**src/rtl/pipe_pkg.sv**
```systemverilog
// Shared definitions for the 5-stage pipeline hazard control.
package pipe_pkg;

    localparam int NUM_STG = 5;
    localparam int STG_IF  = 0;
    localparam int STG_ID  = 1;
    localparam int STG_EX  = 2;
    localparam int STG_MEM = 3;
    localparam int STG_WB  = 4;

    localparam logic [31:0] EXC_VECTOR_DEF = 32'hBFC0_0380;

    typedef enum logic [1:0] {
        HZ_RUN        = 2'd0,
        HZ_DIV        = 2'd1,
        HZ_REDIR_WAIT = 2'd2
    } hz_state_e;

endpackage

```
**src/rtl/div_cycle_counter.sv**
```systemverilog
// Down-counter tracking how many EX cycles the divider still needs.
module div_cycle_counter #(
    parameter int WIDTH = 6
) (
    input  logic             clk_i,
    input  logic             rst_i,
    input  logic             clr_i,
    input  logic             load_i,
    input  logic             dec_i,
    input  logic [WIDTH-1:0] load_val_i,
    output logic             zero_o
);

    logic [WIDTH-1:0] cnt_q;

    // Clear beats load beats decrement; no enable means the count is frozen.
    always_ff @(posedge clk_i or negedge rst_i) begin
        if (!rst_i) begin
            cnt_q <= '0;
        end else if (clr_i) begin
            cnt_q <= '0;
        end else if (load_i) begin
            cnt_q <= load_val_i;
        end else if (dec_i && cnt_q != '0) begin
            cnt_q <= cnt_q - 1'b1;
        end
    end

    assign zero_o = (cnt_q == '0);

endmodule

```
**src/rtl/pipeline_hazard_ctrl.sv**
```systemverilog
// Central stall/flush scheduler for the 5-stage MIPS pipeline.
module pipeline_hazard_ctrl
    import pipe_pkg::*;
#(
    parameter int          DIV_CYCLES = 36,
    parameter logic [31:0] EXC_VECTOR = EXC_VECTOR_DEF
) (
    input  logic        clk_i,
    input  logic        rst_i,
    input  logic [4:0]  id_rs_i,
    input  logic [4:0]  id_rt_i,
    input  logic        id_branch_stall_i,
    input  logic        ex_rmem_i,
    input  logic [4:0]  ex_waddr_i,
    input  logic        ex_div_start_i,
    input  logic        if_busy_i,
    input  logic        mem_req_i,
    input  logic        mem_ack_i,
    input  logic        mem_exc_i,
    input  logic        mem_is_eret_i,
    input  logic [31:0] cp0_epc_i,
    output logic [4:0]  stall_o,
    output logic [4:0]  flush_o,
    output logic        redirect_o,
    output logic [31:0] redirect_pc_o,
    output logic        div_busy_o,
    output logic        div_done_o
);

    localparam int CNT_W = (DIV_CYCLES > 2) ? $clog2(DIV_CYCLES) : 1;
    localparam logic [CNT_W-1:0] CNT_INIT = CNT_W'(DIV_CYCLES - 1);

    hz_state_e   state_q;
    logic [31:0] pc_q;

    logic        exc, bus_wait, load_use, id_stall;
    logic [31:0] exc_target;
    logic        cnt_zero, cnt_load, cnt_dec, div_fin;

    assign exc        = mem_exc_i | mem_is_eret_i;
    assign exc_target = mem_is_eret_i ? cp0_epc_i : EXC_VECTOR;
    assign bus_wait   = mem_req_i & ~mem_ack_i;
    assign load_use   = ex_rmem_i && (ex_waddr_i != 5'd0) &&
                        ((ex_waddr_i == id_rs_i) || (ex_waddr_i == id_rt_i));
    assign id_stall   = load_use | id_branch_stall_i;

    // A divide only starts while EX is free to move; a bus wait keeps it in EX
    // so the start is seen again once the wait clears.
    assign cnt_load = (state_q == HZ_RUN) & ex_div_start_i & ~exc & ~bus_wait;
    assign cnt_dec  = (state_q == HZ_DIV) & ~exc & ~bus_wait;
    assign div_fin  = cnt_dec & cnt_zero;

    div_cycle_counter #(.WIDTH(CNT_W)) u_div_cnt (
        .clk_i      (clk_i),
        .rst_i      (rst_i),
        .clr_i      (exc),
        .load_i     (cnt_load),
        .dec_i      (cnt_dec),
        .load_val_i (CNT_INIT),
        .zero_o     (cnt_zero)
    );

    // Hazard state and the last redirect target.
    always_ff @(posedge clk_i or negedge rst_i) begin
        if (!rst_i) begin
            state_q <= HZ_RUN;
            pc_q    <= '0;
        end else if (exc) begin
            pc_q    <= exc_target;
            state_q <= if_busy_i ? HZ_REDIR_WAIT : HZ_RUN;
        end else begin
            case (state_q)
                HZ_RUN:        if (cnt_load) state_q <= HZ_DIV;
                HZ_DIV:        if (div_fin) state_q <= HZ_RUN;
                HZ_REDIR_WAIT: if (!if_busy_i) state_q <= HZ_RUN;
                default:       state_q <= HZ_RUN;
            endcase
        end
    end

    // Priority mux: exception > bus wait > divide > ID stall; all outputs are
    // forced low while reset is held so they drop without waiting for a clock.
    always_comb begin
        stall_o       = '0;
        flush_o       = '0;
        redirect_o    = 1'b0;
        redirect_pc_o = pc_q;
        div_busy_o    = 1'b0;
        div_done_o    = 1'b0;
        if (!rst_i) begin
            redirect_pc_o = '0;
        end else if (exc) begin
            flush_o[STG_MEM:STG_IF] = 4'b1111;
            redirect_pc_o           = exc_target;
            redirect_o              = ~if_busy_i;
        end else begin
            if (state_q == HZ_REDIR_WAIT) redirect_o = ~if_busy_i;
            div_busy_o = (state_q == HZ_DIV);
            div_done_o = div_fin;
            if (bus_wait) begin
                stall_o         = 5'b01111;
                flush_o[STG_WB] = 1'b1;
            end else if (state_q == HZ_DIV) begin
                stall_o          = cnt_zero ? 5'b00000 : 5'b00111;
                flush_o[STG_MEM] = 1'b1;
            end else if (state_q == HZ_RUN && id_stall) begin
                stall_o         = 5'b00011;
                flush_o[STG_EX] = 1'b1;
            end else if (state_q == HZ_REDIR_WAIT) begin
                stall_o[STG_IF] = 1'b1;
                flush_o[STG_ID] = 1'b1;
            end
        end
    end

endmodule

```
**config.mk**
```make
export PLATFORM = sky130hd
export DESIGN_NAME = pipeline_hazard_ctrl
export DESIGN_NICKNAME = d
export VERILOG_FILES = /design/src/rtl/pipe_pkg.sv /design/src/rtl/div_cycle_counter.sv /design/src/rtl/pipeline_hazard_ctrl.sv
export SDC_FILE = /design/constraint.sdc
export NUM_CORES = 1
export LEC_CHECK = 0
export BUFFER_PORTS_ARGS = -buffer_cell sky130_fd_sc_hd__buf_2
export CAP_MARGIN = 20
export CORE_ASPECT_RATIO = 1.25
export CORE_MARGIN = 1
export CORE_UTILIZATION = 35
export CTS_BUF_LIST = sky130_fd_sc_hd__clkbuf_4
export DETAILED_ROUTE_END_ITERATION = 8
export HOLD_SLACK_MARGIN = 0.12
export SLEW_MARGIN = 20
export SYNTH_ARGS = -nofsm -noshare
export SYNTH_HDL_FRONTEND = slang
export SYNTH_SLANG_ARGS = --single-unit
export TNS_END_PERCENT = 50
```
**constraint.sdc**
```tcl
create_clock -name clk_i -period 2.4 [get_ports clk_i]
set_input_delay 0.12 -clock clk_i [delete_from_list [all_inputs] [get_ports clk_i]]
set_output_delay 0.12 -clock clk_i [all_outputs]
set_load 0.02 [all_outputs]
```
## Yosys cells after proc, flatten, opt, wreduce, memory -nomap -nowiden

Cells that the tools add are included.

| storage, ports and cells | value |
|---|---|
| word-level logic and storage cells | 72 |
| output and inout bits | 45 |
| input port bits | 57 |
| register bits after elaboration | 40 |

| cells by class | value |
|---|---|
| multiplexer cells | 37 |
| add/subtract/negate cells | 1 |
| equality and inequality tests | 7 |
| reduce and logical (&&, ||, !) cells | 11 |
| bitwise logic cells | 13 |

Operators by type and width:

| kind | number |
|---|---|
| $mux 32 | 3 |
| $mux 6 | 3 |
| $mux 1 | 16 |
| $mux 2 | 6 |
| $mux 3 | 4 |
| $mux 4 | 3 |
| $eq 5x5->1 | 2 |
| $ne 3x3->1 const B | 3 |
| $and 1x1->1 | 7 |
| $logic_not 6->1 | 1 |
| $pmux 2 s3 | 1 |
| $reduce_bool 6->1 | 1 |
| $sub 6x1->6 const B | 1 |
| $mux 5 | 1 |
| $reduce_bool 5->1 | 1 |
| $logic_and 1x1->1 | 4 |
| $not 1->1 | 4 |
| $reduce_and 3->1 | 1 |
| $reduce_bool 3->1 | 1 |
| $eq 2x1->1 const B | 1 |
| $eq 2x2->1 const B | 1 |
| $logic_not 2->1 | 1 |
| $or 1x1->1 | 2 |
| $logic_or 1x1->1 | 1 |

## Depth between registers and ports, before layout

Gate-level depths: netlist of the first run.

| depth | value |
|---|---|
| word-level depth | 10 |
| mapped depth | 6 |
| mapped depth without buffers | 6 |

## Hierarchy

Synthesis of the first run repeated with hierarchy kept, for this count alone.

| second synthesis, totals | value |
|---|---|
| cell total of the unflattened synthesis | 289 |
| area total of the unflattened synthesis | 2378.5 um2 |

By module, submodules not included:

| module | times used | cells an instance | seq. area each (um2) | area each (um2) |
|---|---|---|---|---|
| pipeline_hazard_ctrl | 1 | 236 | 850.8 | 1915.6 |
| div_cycle_counter | 1 | 53 | 150.1 | 462.9 |

## Least setup slack after synthesis of the first run

No wires, ideal clock.

| timing | value |
|---|---|
| path type | reg-to-output |
| start point | reg u_div_cnt.cnt_q[2] |
| end point | out div_done_o |
| slack | 0.530 ns |
| data required time | 2.280 ns |
| path buffers | 0 |
| stages on the path, launching flop included | 4 |
| arrival | 1.750 ns |
| cell sequence | dfrtp_1 -> or3_4 -> or3b_2 -> nor3_1 |

| between the ends | value |
|---|---|
| cells in the longest elaborated chain, start to end | 4 |

Ends and longest elaborated chain:

| item | line | RTL |
|---|---|---|
| start, declared | div_cycle_counter.sv:14 | `logic [WIDTH-1:0] cnt_q;` |
| start signal, assigned | div_cycle_counter.sv:23 | `cnt_q <= load_val_i;` |
| start signal, assigned | div_cycle_counter.sv:25 | `cnt_q <= cnt_q - 1'b1;` |
| $logic_not 6->1 | div_cycle_counter.sv:29 | `assign zero_o = (cnt_q == '0);` |
| $and 1x1->1 | pipeline_hazard_ctrl.sv:51 | `assign div_fin = cnt_dec & cnt_zero;` |
| $mux 1 | pipeline_hazard_ctrl.sv:92 | `end else if (exc) begin` |
| $mux 1 | pipeline_hazard_ctrl.sv:90 | `if (!rst_i) begin` |
| end, declared | pipeline_hazard_ctrl.sv:27 | `output logic div_done_o` |

Every way passes these cells.

## Worst setup path after layout of the first run

| timing | value |
|---|---|
| start point | reg u_div_cnt.cnt_q[2] |
| end point | out stall_o[0] |

| between the ends | value |
|---|---|
| cells in the longest elaborated chain, start to end | 6 |

Ends and longest elaborated chain:

| item | line | RTL |
|---|---|---|
| $logic_not 6->1 | div_cycle_counter.sv:29 |  |
| $mux 3 | pipeline_hazard_ctrl.sv:104 | `stall_o = cnt_zero ? 5'b00000 : 5'b00111;` |
| $mux 3 | pipeline_hazard_ctrl.sv:103 | `end else if (state_q == HZ_DIV) begin` |
| $mux 4 | pipeline_hazard_ctrl.sv:100 | `if (bus_wait) begin` |
| $mux 4 | pipeline_hazard_ctrl.sv:92 |  |
| $mux 4 | pipeline_hazard_ctrl.sv:90 |  |
| end, declared | pipeline_hazard_ctrl.sv:22 | `output logic [4:0] stall_o,` |

Every way passes these cells.

==> report_table.html, run 1 <==
<table>
<tr><th>Metric</th><th>Value</th></tr>
<tr><th colspan="2">Critical path</th></tr>
<tr><td>Kind of critical path</td><td>reg -&gt; out</td></tr>
<tr><td>Stage delay of the slowest cell on the critical path</td><td>around 0.47 ns</td></tr>
<tr><td>Cell at the slowest stage of the critical path</td><td>sky130_fd_sc_hd__or3b_2</td></tr>
<tr><td>Critical path data arrival time</td><td>2.11 ns</td></tr>
<tr><td>Setup crit end kind</td><td>primary output</td></tr>
<tr><td>Chain of cells forming the critical path</td><td>or3_4 &gt; or3b_2 &gt; a21oi_1 &gt; a211oi_1 &gt; buf_2</td></tr>
<tr><td>Crit path required time</td><td>approximately 2.3 ns</td></tr>
<tr><td>Category of the worst setup path launch point</td><td>register</td></tr>
<tr><td>Critical path peak fanout</td><td>4</td></tr>
<tr><th colspan="2">Pwr</th></tr>
<tr><td>Worst VDD drop</td><td>between 0.00015 and 0.0002 V</td></tr>
<tr><td>Sw Ratio</td><td>28.69%</td></tr>
<tr><td>Clock share of power</td><td>23.6%</td></tr>
<tr><td>Leak Pwr</td><td>approximately 1.5 nW</td></tr>
<tr><td>Net Sw Power</td><td>a little over 0.4 mW</td></tr>
<tr><td>Power per cell area</td><td>~480 nW/um2</td></tr>
<tr><td>Sequential power share</td><td>slightly above 50%</td></tr>
<tr><td>Share of power burned in combinational logic</td><td>between 20% and 30%</td></tr>
<tr><td>Internal power</td><td>roughly 1.0 mW</td></tr>
<tr><th colspan="2">Route</th></tr>
<tr><td>Initial drt markers</td><td>95</td></tr>
<tr><td>Detail-routed net length per standard cell</td><td>approximately 13 um</td></tr>
<tr><td>Drt total wl</td><td>approximately 5.3 mm</td></tr>
<tr><td>Final routed DRC violation total</td><td>11</td></tr>
<tr><td>Antenna Nets Post-Route</td><td>0</td></tr>
<tr><td>DR vias</td><td>1952</td></tr>
<tr><td>Mean number of vias per cell</td><td>approximately 4.9</td></tr>
<tr><td>Detailed-routing iteration count for the pre-antenna-repair pass</td><td>6</td></tr>
<tr><th colspan="2">Die</th></tr>
<tr><td>Die height</td><td>88.49 um</td></tr>
<tr><td>Floorplan core area</td><td>about 5800 um2</td></tr>
<tr><td>IO Pins</td><td>between 100 and 150</td></tr>
<tr><td>Die Width</td><td>approximately 71 um</td></tr>
<tr><td>Site row count</td><td>31</td></tr>
<tr><td>Starting Density</td><td>between 30 and 40%</td></tr>
<tr><td>Floorplan die area</td><td>6300 um2</td></tr>
<tr><th colspan="2">Clock network</th></tr>
<tr><td>Total CTS buffers</td><td>5</td></tr>
<tr><td>Post-CTS clock slew at the launch and capture registers of the worst setup and hold paths</td><td>between 0.1 and 0.15 ns</td></tr>
<tr><td>Clk buf depth</td><td>2</td></tr>
<tr><td>Skew-Pair Late Insertion Delay</td><td>around 0.34 ns</td></tr>
<tr><td>TritonCTS clock tree</td><td>built</td></tr>
<tr><td>Root buffer cell</td><td>sky130_fd_sc_hd__clkbuf_4</td></tr>
<tr><td>Clock sink total</td><td>40</td></tr>
<tr><td>H-tree lvl count</td><td>2</td></tr>
<tr><td>Number of setup buffers added after CTS</td><td>0</td></tr>
<tr><th colspan="2">Timing</th></tr>
<tr><td>Final Worst Setup Slack</td><td>approximately 0.17 ns</td></tr>
<tr><td>Unrepaired setup endpoints after global routing</td><td>false</td></tr>
<tr><td>Worst clock skew</td><td>between 0.005 and 0.006 ns</td></tr>
<tr><td>Share of the clock period used by the worst path</td><td>between 90% and 100%</td></tr>
<tr><td>Achievable frequency</td><td>between 400 and 500 MHz</td></tr>
<tr><td>Number of failing hold endpoints at the final stage</td><td>0</td></tr>
<tr><td>Max-slew violation total from the final report</td><td>0</td></tr>
<tr><td>Minimum hold slack</td><td>about 0.18 ns</td></tr>
<tr><td>Count of final setup violators</td><td>0</td></tr>
<tr><td>Final total negative setup slack</td><td>0 ns</td></tr>
<tr><td>Minimum clock period</td><td>between 2 and 2.5 ns</td></tr>
<tr><th colspan="2">Run</th></tr>
<tr><td>Max-cap check violation count</td><td>0</td></tr>
<tr><th colspan="2">Yosys</th></tr>
<tr><td>Proportion of synthesized chip area in sequential cells</td><td>between 40% and 50%</td></tr>
<tr><td>Synthesized area divided by synthesized cell count</td><td>approximately 10 um2</td></tr>
<tr><td>Synthesized area</td><td>roughly 2100 um2</td></tr>
<tr><td>Synthesized flop and latch total</td><td>40</td></tr>
<tr><td>Proportion of synthesized flip-flops having asynchronous set or reset</td><td>100.0%</td></tr>
<tr><td>Post-synthesis cell count</td><td>between 200 and 250</td></tr>
<tr><td>Distinct cell type count after synthesis</td><td>40</td></tr>
<tr><td>Number of enable flip-flop cells after synthesis</td><td>0</td></tr>
<tr><td>Most frequently used flop master after synthesis</td><td>sky130_fd_sc_hd__dfrtp_1</td></tr>
<tr><td>Synth Net Count</td><td>between 200 and 300</td></tr>
<tr><td>Warnings, synthesis</td><td>0</td></tr>
<tr><th colspan="2">Finish</th></tr>
<tr><td>Layout cell share with drive strength beyond 1</td><td>34.52%</td></tr>
<tr><td>Antenna diodes</td><td>0</td></tr>
<tr><td>Number of nets in the final layout</td><td>between 300 and 400</td></tr>
<tr><td>Fill cell instance count of the final layout</td><td>534</td></tr>
<tr><td>Total non-filler cell area in the finished layout</td><td>around 3000 um2</td></tr>
<tr><td>Final Util</td><td>52.63%</td></tr>
<tr><td>Area added between synthesis and finish</td><td>45.22%</td></tr>
<tr><th colspan="2">Min path</th></tr>
<tr><td>Type of the worst min-delay path</td><td>in -&gt; reg</td></tr>
<tr><th colspan="2">GRT</th></tr>
<tr><td>Total global routing overflow</td><td>0</td></tr>
<tr><td>Initial antenna violation count</td><td>0</td></tr>
<tr><td>Number of global-route vias before repair</td><td>about 1800</td></tr>
<tr><td>Largest net degree at the start of global routing</td><td>42</td></tr>
<tr><td>Total GRT Usage</td><td>16.25%</td></tr>
<tr><td>Wire length of the first global-routing pass</td><td>between 8 and 9 mm</td></tr>
<tr><th colspan="2">Placed design</th></tr>
<tr><td>Final weighted congestion of routability-driven global placement</td><td>~0.80</td></tr>
<tr><td>Port buffer count</td><td>100</td></tr>
<tr><td>Placement-stage worst setup slack</td><td>approximately 0.51 ns</td></tr>
<tr><td>Cell area reported after detailed placement</td><td>between 2000 and 3000 um2</td></tr>
<tr><td>Placed wire-length estimate after detailed placement</td><td>approximately 3.6 mm</td></tr>
<tr><th colspan="2">Status</th></tr>
<tr><td>Violations in the final reports</td><td>DRC</td></tr>
<tr><td>Status</td><td>finished, violations left</td></tr>
</table>
## cells in the final DEF, fill, tap and decap left out, types with 4 or more instances in the layout
cell type / instances
sky130_fd_sc_hd__a211oi_1: 4
sky130_fd_sc_hd__a22o_1: 20
sky130_fd_sc_hd__and2_1: 34
sky130_fd_sc_hd__buf_2: 100
sky130_fd_sc_hd__clkbuf_4: 7
sky130_fd_sc_hd__dfrtp_1: 40
sky130_fd_sc_hd__dlygate4sd3_1: 35
sky130_fd_sc_hd__inv_1: 4
sky130_fd_sc_hd__nand2_1: 7
sky130_fd_sc_hd__nand2b_1: 4
sky130_fd_sc_hd__nand3_1: 4
sky130_fd_sc_hd__nor2_1: 13
sky130_fd_sc_hd__nor3_1: 5
sky130_fd_sc_hd__o22a_1: 12
sky130_fd_sc_hd__xnor2_1: 12
## power groups by stage
stage,Combinational [mW],Clock (mW),Sequential [mW]
after floorplan,0.205,0,0.740
after global placement,0.328,0,0.743
after detailed placement,0.331,0,0.745
after CTS,0.376,0.363,0.732
after global routing,0.410,0.394,0.736
final,0.374,0.342,0.732
## area by class of cell
| cell class | instances | area, um2 | area share [%] |
|---|---|---|---|
| multi-input combinational | 146 | 1013 | 33.32 |
| sequential | 40 | 1001 | 32.91 |
| timing repair buffer | 138 | 873.3 | 28.71 |
| tap | 66 | 82.58 | 2.715 |
| clock buffer | 7 | 52.55 | 1.728 |
| inverter | 4 | 15.01 | 0.4936 |
| clock inverter | 1 | 3.754 | 0.1234 |
## per-stage QoR
step	total power, mW	std cells
CTS	1.471	402
detailed placement	1.076	359
floorplan	0.9454	205
finish	1.447	402
global route	1.540	402
global placement	1.071	359
## layer usage
layer / track usage, % / up-vias / part of all wire [%]
met5: 0 / - / 0
met3: 3.075 / 7 / 7.3
met2: 29.70 / 86 / 47
met4: 6.000 / 0 / 1.6
met1: 18.92 / 880 / 44
li1: - / 979 / -
## state kept, by name, summed over array words and instances (netlist names)
signal	flops
pc_q	32
u_div_cnt.cnt_q	6
state_q	2
## worst max-delay path: cells and delay by family, from the launching register on
family	cells	cell delay [ns]
simple gates	2	0.88
compound gates	2	0.29
flops	1	0.43
buf+inv	1	0.17
## path summary, 6_finish.rpt
kind / from / to / slack [ns] / cells past startpoint
worst min register to register: pc_q[26]$_DFF_PN0_ / pc_q[26]$_DFF_PN0_ / 0.49 / 1
worst max-delay path: u_div_cnt.cnt_q[2]$_DFFE_PN0P_ / stall_o[0] / 0.17 / 5
min in group asynchronous: rst_i / u_div_cnt.cnt_q[0]$_DFFE_PN0P_ / 0.21 / 2
worst min-delay path: mem_exc_i / u_div_cnt.cnt_q[4]$_DFFE_PN0P_ / 0.18 / 4
max in group asynchronous: rst_i / pc_q[10]$_DFF_PN0_ / 1.53 / 3
worst max register to register: u_div_cnt.cnt_q[0]$_DFFE_PN0P_ / u_div_cnt.cnt_q[5]$_DFFE_PN0P_ / 0.57 / 6
## Yosys cell counts (3+ instances only)
library cell                n  share of area, %
sky130_fd_sc_hd__inv_1      4              0.72
sky130_fd_sc_hd__a22o_1    20               8.4
sky130_fd_sc_hd__a211oi_1   4               1.4
sky130_fd_sc_hd__nand2b_1   4               1.2
sky130_fd_sc_hd__and2_1    34                10
sky130_fd_sc_hd__a21boi_0   3               1.1
sky130_fd_sc_hd__nand2_1    7               1.3
sky130_fd_sc_hd__xnor2_1   12               5.0
sky130_fd_sc_hd__nand3_1    4              0.96
sky130_fd_sc_hd__nor2_1    13               2.3
sky130_fd_sc_hd__o22a_1    12               5.0
sky130_fd_sc_hd__clkbuf_1  11               2.0
sky130_fd_sc_hd__nor3_1     5               1.2
sky130_fd_sc_hd__a21oi_1    3              0.72
sky130_fd_sc_hd__dfrtp_1   40                48
## timing repair
item                                    4_1_cts  5_1_grt
endpoints found under the hold margin        74        0
endpoints found under the setup margin        0        1
gates resized for setup                       0        1
hold buffers                                 35        0
## cells by family (layout without fill, tap and decap cells)
kind of cell / count (synthesis) / in the layout / synth area share (%)
simple gates: 79 / 79 / 21.69
compound gates: 51 / 51 / 20.01
flops: 40 / 40 / 47.79
buf+inv: 19 / 150 / 3.822
xor+xnor: 13 / 13 / 5.436
fa+ha+maj: 1 / 1 / 0.5973
other cells: 1 / 1 / 0.1790
mux: 1 / 1 / 0.4779
Power figures use the tool's default switching activity.
==> inputs of run 2 (changes only) <==
--- a/config.mk
+++ b/config.mk
@@ -13,6 +13,7 @@
 export CTS_BUF_LIST = sky130_fd_sc_hd__clkbuf_4
 export DETAILED_ROUTE_END_ITERATION = 8
 export HOLD_SLACK_MARGIN = 0.12
+export RECOVER_POWER = 50
 export SLEW_MARGIN = 20
 export SYNTH_ARGS = -nofsm -noshare
 export SYNTH_HDL_FRONTEND = slang
==> report_table.html, run 2 (synthesis results as in run 1) <==
<table>
<tr><th>Metric</th><th>Value</th></tr>
<tr><th colspan="2">Status</th></tr>
<tr><td>Status</td><td>finished, violations left</td></tr>
<tr><td>Violations in the final reports</td><td>DRC</td></tr>
<tr><th colspan="2">GRT</th></tr>
<tr><td>Met1 Track Usage GR</td><td>18.92% (unchanged)</td></tr>
<tr><td>GRT met2 Usage</td><td>29.70% (unchanged)</td></tr>
<tr><td>Total GRT Usage</td><td>16.25% (unchanged)</td></tr>
<tr><td>Largest net degree at the start of global routing</td><td>42 (unchanged)</td></tr>
<tr><td>Total global routing overflow</td><td>0 (unchanged)</td></tr>
<tr><td>Initial antenna violation count</td><td>0 (unchanged)</td></tr>
<tr><td>Number of global-route vias before repair</td><td>1814 (unchanged)</td></tr>
<tr><td>Wire length of the first global-routing pass</td><td>8.066 mm (unchanged)</td></tr>
<tr><td>Most Crowded Layer GR</td><td>met2</td></tr>
<tr><td>Global-route track usage on met3</td><td>3.075% (unchanged)</td></tr>
<tr><th colspan="2">Critical path</th></tr>
<tr><td>Cell at the slowest stage of the critical path</td><td>sky130_fd_sc_hd__or3b_2</td></tr>
<tr><td>Worst setup path endpoint</td><td>stall_o[0]</td></tr>
<tr><td>Cells on worst reg2reg path</td><td>6 (unchanged)</td></tr>
<tr><td>Crit path required time</td><td>2.28 ns (about the same)</td></tr>
<tr><td>Worst setup slack for register-to-register paths</td><td>0.56 ns (about the same)</td></tr>
<tr><td>Reg-to-reg critical path endpoint</td><td>u_div_cnt.cnt_q[5]$_DFFE_PN0P_</td></tr>
<tr><td>Critical Path Source</td><td>u_div_cnt.cnt_q[2]$_DFFE_PN0P_</td></tr>
<tr><td>Kind of critical path</td><td>reg -&gt; out</td></tr>
<tr><td>Stage delay of the slowest cell on the critical path</td><td>0.47 ns (about the same)</td></tr>
<tr><td>Critical path data arrival time</td><td>2.10 ns (about the same)</td></tr>
<tr><td>Critical path peak fanout</td><td>4 (unchanged)</td></tr>
<tr><td>Critical R2R Launch</td><td>u_div_cnt.cnt_q[0]$_DFFE_PN0P_</td></tr>
<tr><td>Category of the worst setup path launch point</td><td>register</td></tr>
<tr><td>Setup crit end kind</td><td>primary output</td></tr>
<tr><td>Chain of cells forming the critical path</td><td>or3_4 &gt; or3b_2 &gt; a21oi_1 &gt; a211oi_1 &gt; buf_2</td></tr>
<tr><th colspan="2">Timing</th></tr>
<tr><td>Final total negative setup slack</td><td>0 ns (unchanged)</td></tr>
<tr><td>Pin slew with the least headroom to its limit</td><td>approximately 1.1 ns</td></tr>
<tr><td>Number of failing hold endpoints at the final stage</td><td>0 (unchanged)</td></tr>
<tr><td>Count of final setup violators</td><td>0 (unchanged)</td></tr>
<tr><td>Tightest slew margin relative to the limit</td><td>roughly 24%</td></tr>
<tr><td>Worst clock skew</td><td>0.005590 ns (+0.0004184 ns)</td></tr>
<tr><td>Minimum clock period</td><td>2.225 ns (-0.0008210 ns)</td></tr>
<tr><td>Achievable frequency</td><td>449.5 MHz (about the same)</td></tr>
<tr><td>Max-slew violation total from the final report</td><td>0 (unchanged)</td></tr>
<tr><td>Unrepaired setup endpoints after global routing</td><td>false</td></tr>
<tr><td>Share of the clock period used by the worst path</td><td>92.71% (about the same)</td></tr>
<tr><th colspan="2">Route</th></tr>
<tr><td>Detail-routed net length per standard cell</td><td>13.04 um (-0.15%)</td></tr>
<tr><td>Final routed DRC violation total</td><td>11 (unchanged)</td></tr>
<tr><td>Drt total wl</td><td>5.244 mm (-0.15%)</td></tr>
<tr><td>DR vias</td><td>1949 (-0.15%)</td></tr>
<tr><td>Initial drt markers</td><td>90 (-5.3%)</td></tr>
<tr><td>Antenna Nets Post-Route</td><td>0 (unchanged)</td></tr>
<tr><td>Mean number of vias per cell</td><td>4.848 (-0.15%)</td></tr>
<tr><td>Detailed-routing iteration count for the pre-antenna-repair pass</td><td>6 (unchanged)</td></tr>
<tr><th colspan="2">Clock network</th></tr>
<tr><td>Skew-Pair Late Insertion Delay</td><td>0.34 ns (about the same)</td></tr>
<tr><td>Total CTS buffers</td><td>5 (unchanged)</td></tr>
<tr><td>H-tree lvl count</td><td>2 (unchanged)</td></tr>
<tr><td>Number of setup buffers added after CTS</td><td>0 (unchanged)</td></tr>
<tr><td>Post-CTS clock slew at the launch and capture registers of the worst setup and hold paths</td><td>0.11 ns (about the same)</td></tr>
<tr><td>Root buffer cell</td><td>sky130_fd_sc_hd__clkbuf_4</td></tr>
<tr><td>Clock sink total</td><td>40 (unchanged)</td></tr>
<tr><td>TritonCTS clock tree</td><td>built</td></tr>
<tr><td>Clk buf depth</td><td>2 (unchanged)</td></tr>
<tr><th colspan="2">Die</th></tr>
<tr><td>IO Pins</td><td>102 (unchanged)</td></tr>
<tr><td>Floorplan die area</td><td>6300 um2 (unchanged)</td></tr>
<tr><td>Site row count</td><td>31 (unchanged)</td></tr>
<tr><td>Floorplan core area</td><td>5779 um2 (unchanged)</td></tr>
<tr><td>Die height</td><td>88.49 um (unchanged)</td></tr>
<tr><td>Die Width</td><td>71.19 um (unchanged)</td></tr>
<tr><td>Starting Density</td><td>36.24% (unchanged)</td></tr>
<tr><th colspan="2">Min path</th></tr>
<tr><td>Start point of the worst min-delay path</td><td>mem_exc_i</td></tr>
<tr><td>WHS Path Cells</td><td>4 (unchanged)</td></tr>
<tr><td>Type of the worst min-delay path</td><td>in -&gt; reg</td></tr>
<tr><th colspan="2">Pwr</th></tr>
<tr><td>Power per cell area</td><td>476.1 nW/um2 (about the same)</td></tr>
<tr><td>Worst VDD drop</td><td>0.0001603 V (about the same)</td></tr>
<tr><td>Leak Pwr</td><td>1.467 nW (-0.53%)</td></tr>
<tr><th colspan="2">Placed design</th></tr>
<tr><td>Port buffer count</td><td>100 (unchanged)</td></tr>
<tr><td>Placed wire-length estimate after detailed placement</td><td>3.594 mm (unchanged)</td></tr>
<tr><td>Final weighted congestion of routability-driven global placement</td><td>0.8045 (unchanged)</td></tr>
<tr><th colspan="2">Finish</th></tr>
<tr><td>Number of nets in the final layout</td><td>393 (unchanged)</td></tr>
<tr><td>Regs by FF count</td><td>pc_q: 32 flops, u_div_cnt.cnt_q: 6 flops, state_q: 2 flops</td></tr>
<tr><td>Area added between synthesis and finish</td><td>44.98%</td></tr>
<tr><td>Most common library cell in the layout ignoring fill and taps</td><td>sky130_fd_sc_hd__buf_2</td></tr>
<tr><td>Most frequent cells in the layout</td><td>99 x sky130_fd_sc_hd__buf_2, 40 x sky130_fd_sc_hd__dfrtp_1, 35 x sky130_fd_sc_hd__dlygate4sd3_1</td></tr>
<tr><td>Max FFs per register</td><td>32 (unchanged)</td></tr>
<tr><td>Register name with the most flops</td><td>pc_q</td></tr>
<tr><td>Antenna diodes</td><td>0 (unchanged)</td></tr>
<tr><td>Final Util</td><td>52.54% (-0.087 points)</td></tr>
<tr><td>Fill cell instance count of the final layout</td><td>536 (+0.37%)</td></tr>
<tr><td>Layout cell share with drive strength beyond 1</td><td>33.63% (-0.89 points)</td></tr>
<tr><th colspan="2">Run</th></tr>
<tr><td>Max-cap check violation count</td><td>0 (unchanged)</td></tr>
</table>
## run 2: per-layer routing
metal / up-vias / share of wire (%) / wire length (um)
met2: 84 / 47 / 2469
met3: 7 / 7.4 / 386
met1: 879 / 44 / 2306
met5: - / 0 / 0
li1: 979 / - / -
met4: 0 / 1.6 / 82
## run 2: timing repair
action | CTS | global route
hold buffers | 35 | 0
setup endpoints to repair | 0 | 1
resized for setup | 0 | 1
hold endpoints to repair | 74 | 0
## run 2: final cells by class
cell class | count | area (um2) | share of cell area (%)
sequential | 40 | 1001 | 32.96
inverter | 4 | 15.01 | 0.4944
multi-input combinational | 146 | 1013 | 33.37
timing repair buffer | 138 | 868.3 | 28.60
tap | 66 | 82.58 | 2.719
clock inverter | 1 | 3.754 | 0.1236
clock buffer | 7 | 52.55 | 1.731
## run 2: stage by stage
| stage | instances | hold slack, ns | setup slack [ns] | instance area (um2) | power, mW |
|---|---|---|---|---|---|
| after floorplan | 205 | -0.1756 | 0.5301 | 2095 | 0.9454 |
| after global placement | 359 | 0.01053 | 0.5303 | 2635 | 1.071 |
| after detailed placement | 359 | 0.009867 | 0.5075 | 2635 | 1.076 |
| after CTS | 402 | 0.1629 | 0.1029 | 3042 | 1.471 |
| after global routing | 402 | 0.2045 | 0.04109 | 3037 | 1.538 |
| final | 402 | 0.1775 | 0.1751 | 3037 | 1.446 |
## run 2: power by group
group	internal [mW]	switching [mW]	total, mW
clock network	0.135	0.206	0.342
registers	0.715	0.0164	0.732
logic	0.180	0.192	0.372
## run 2: worst max-delay path: cells and delay by family (launching register included)
| family | cells | cell delay, ns |
|---|---|---|
| buffers and inverters | 1 | 0.17 |
| AND/OR/NAND/NOR | 2 | 0.88 |
| AO/OA/AOI/OAI | 2 | 0.29 |
| flip-flops | 1 | 0.43 |
## run 2: worst min-delay path by stage
stage	end
after floorplan	pc_q[0]$_DFF_PN0_
after global placement	u_div_cnt.cnt_q[5]$_DFFE_PN0P_
after detailed placement	u_div_cnt.cnt_q[1]$_DFFE_PN0P_
after CTS	u_div_cnt.cnt_q[4]$_DFFE_PN0P_
after global routing	u_div_cnt.cnt_q[4]$_DFFE_PN0P_
final	u_div_cnt.cnt_q[4]$_DFFE_PN0P_
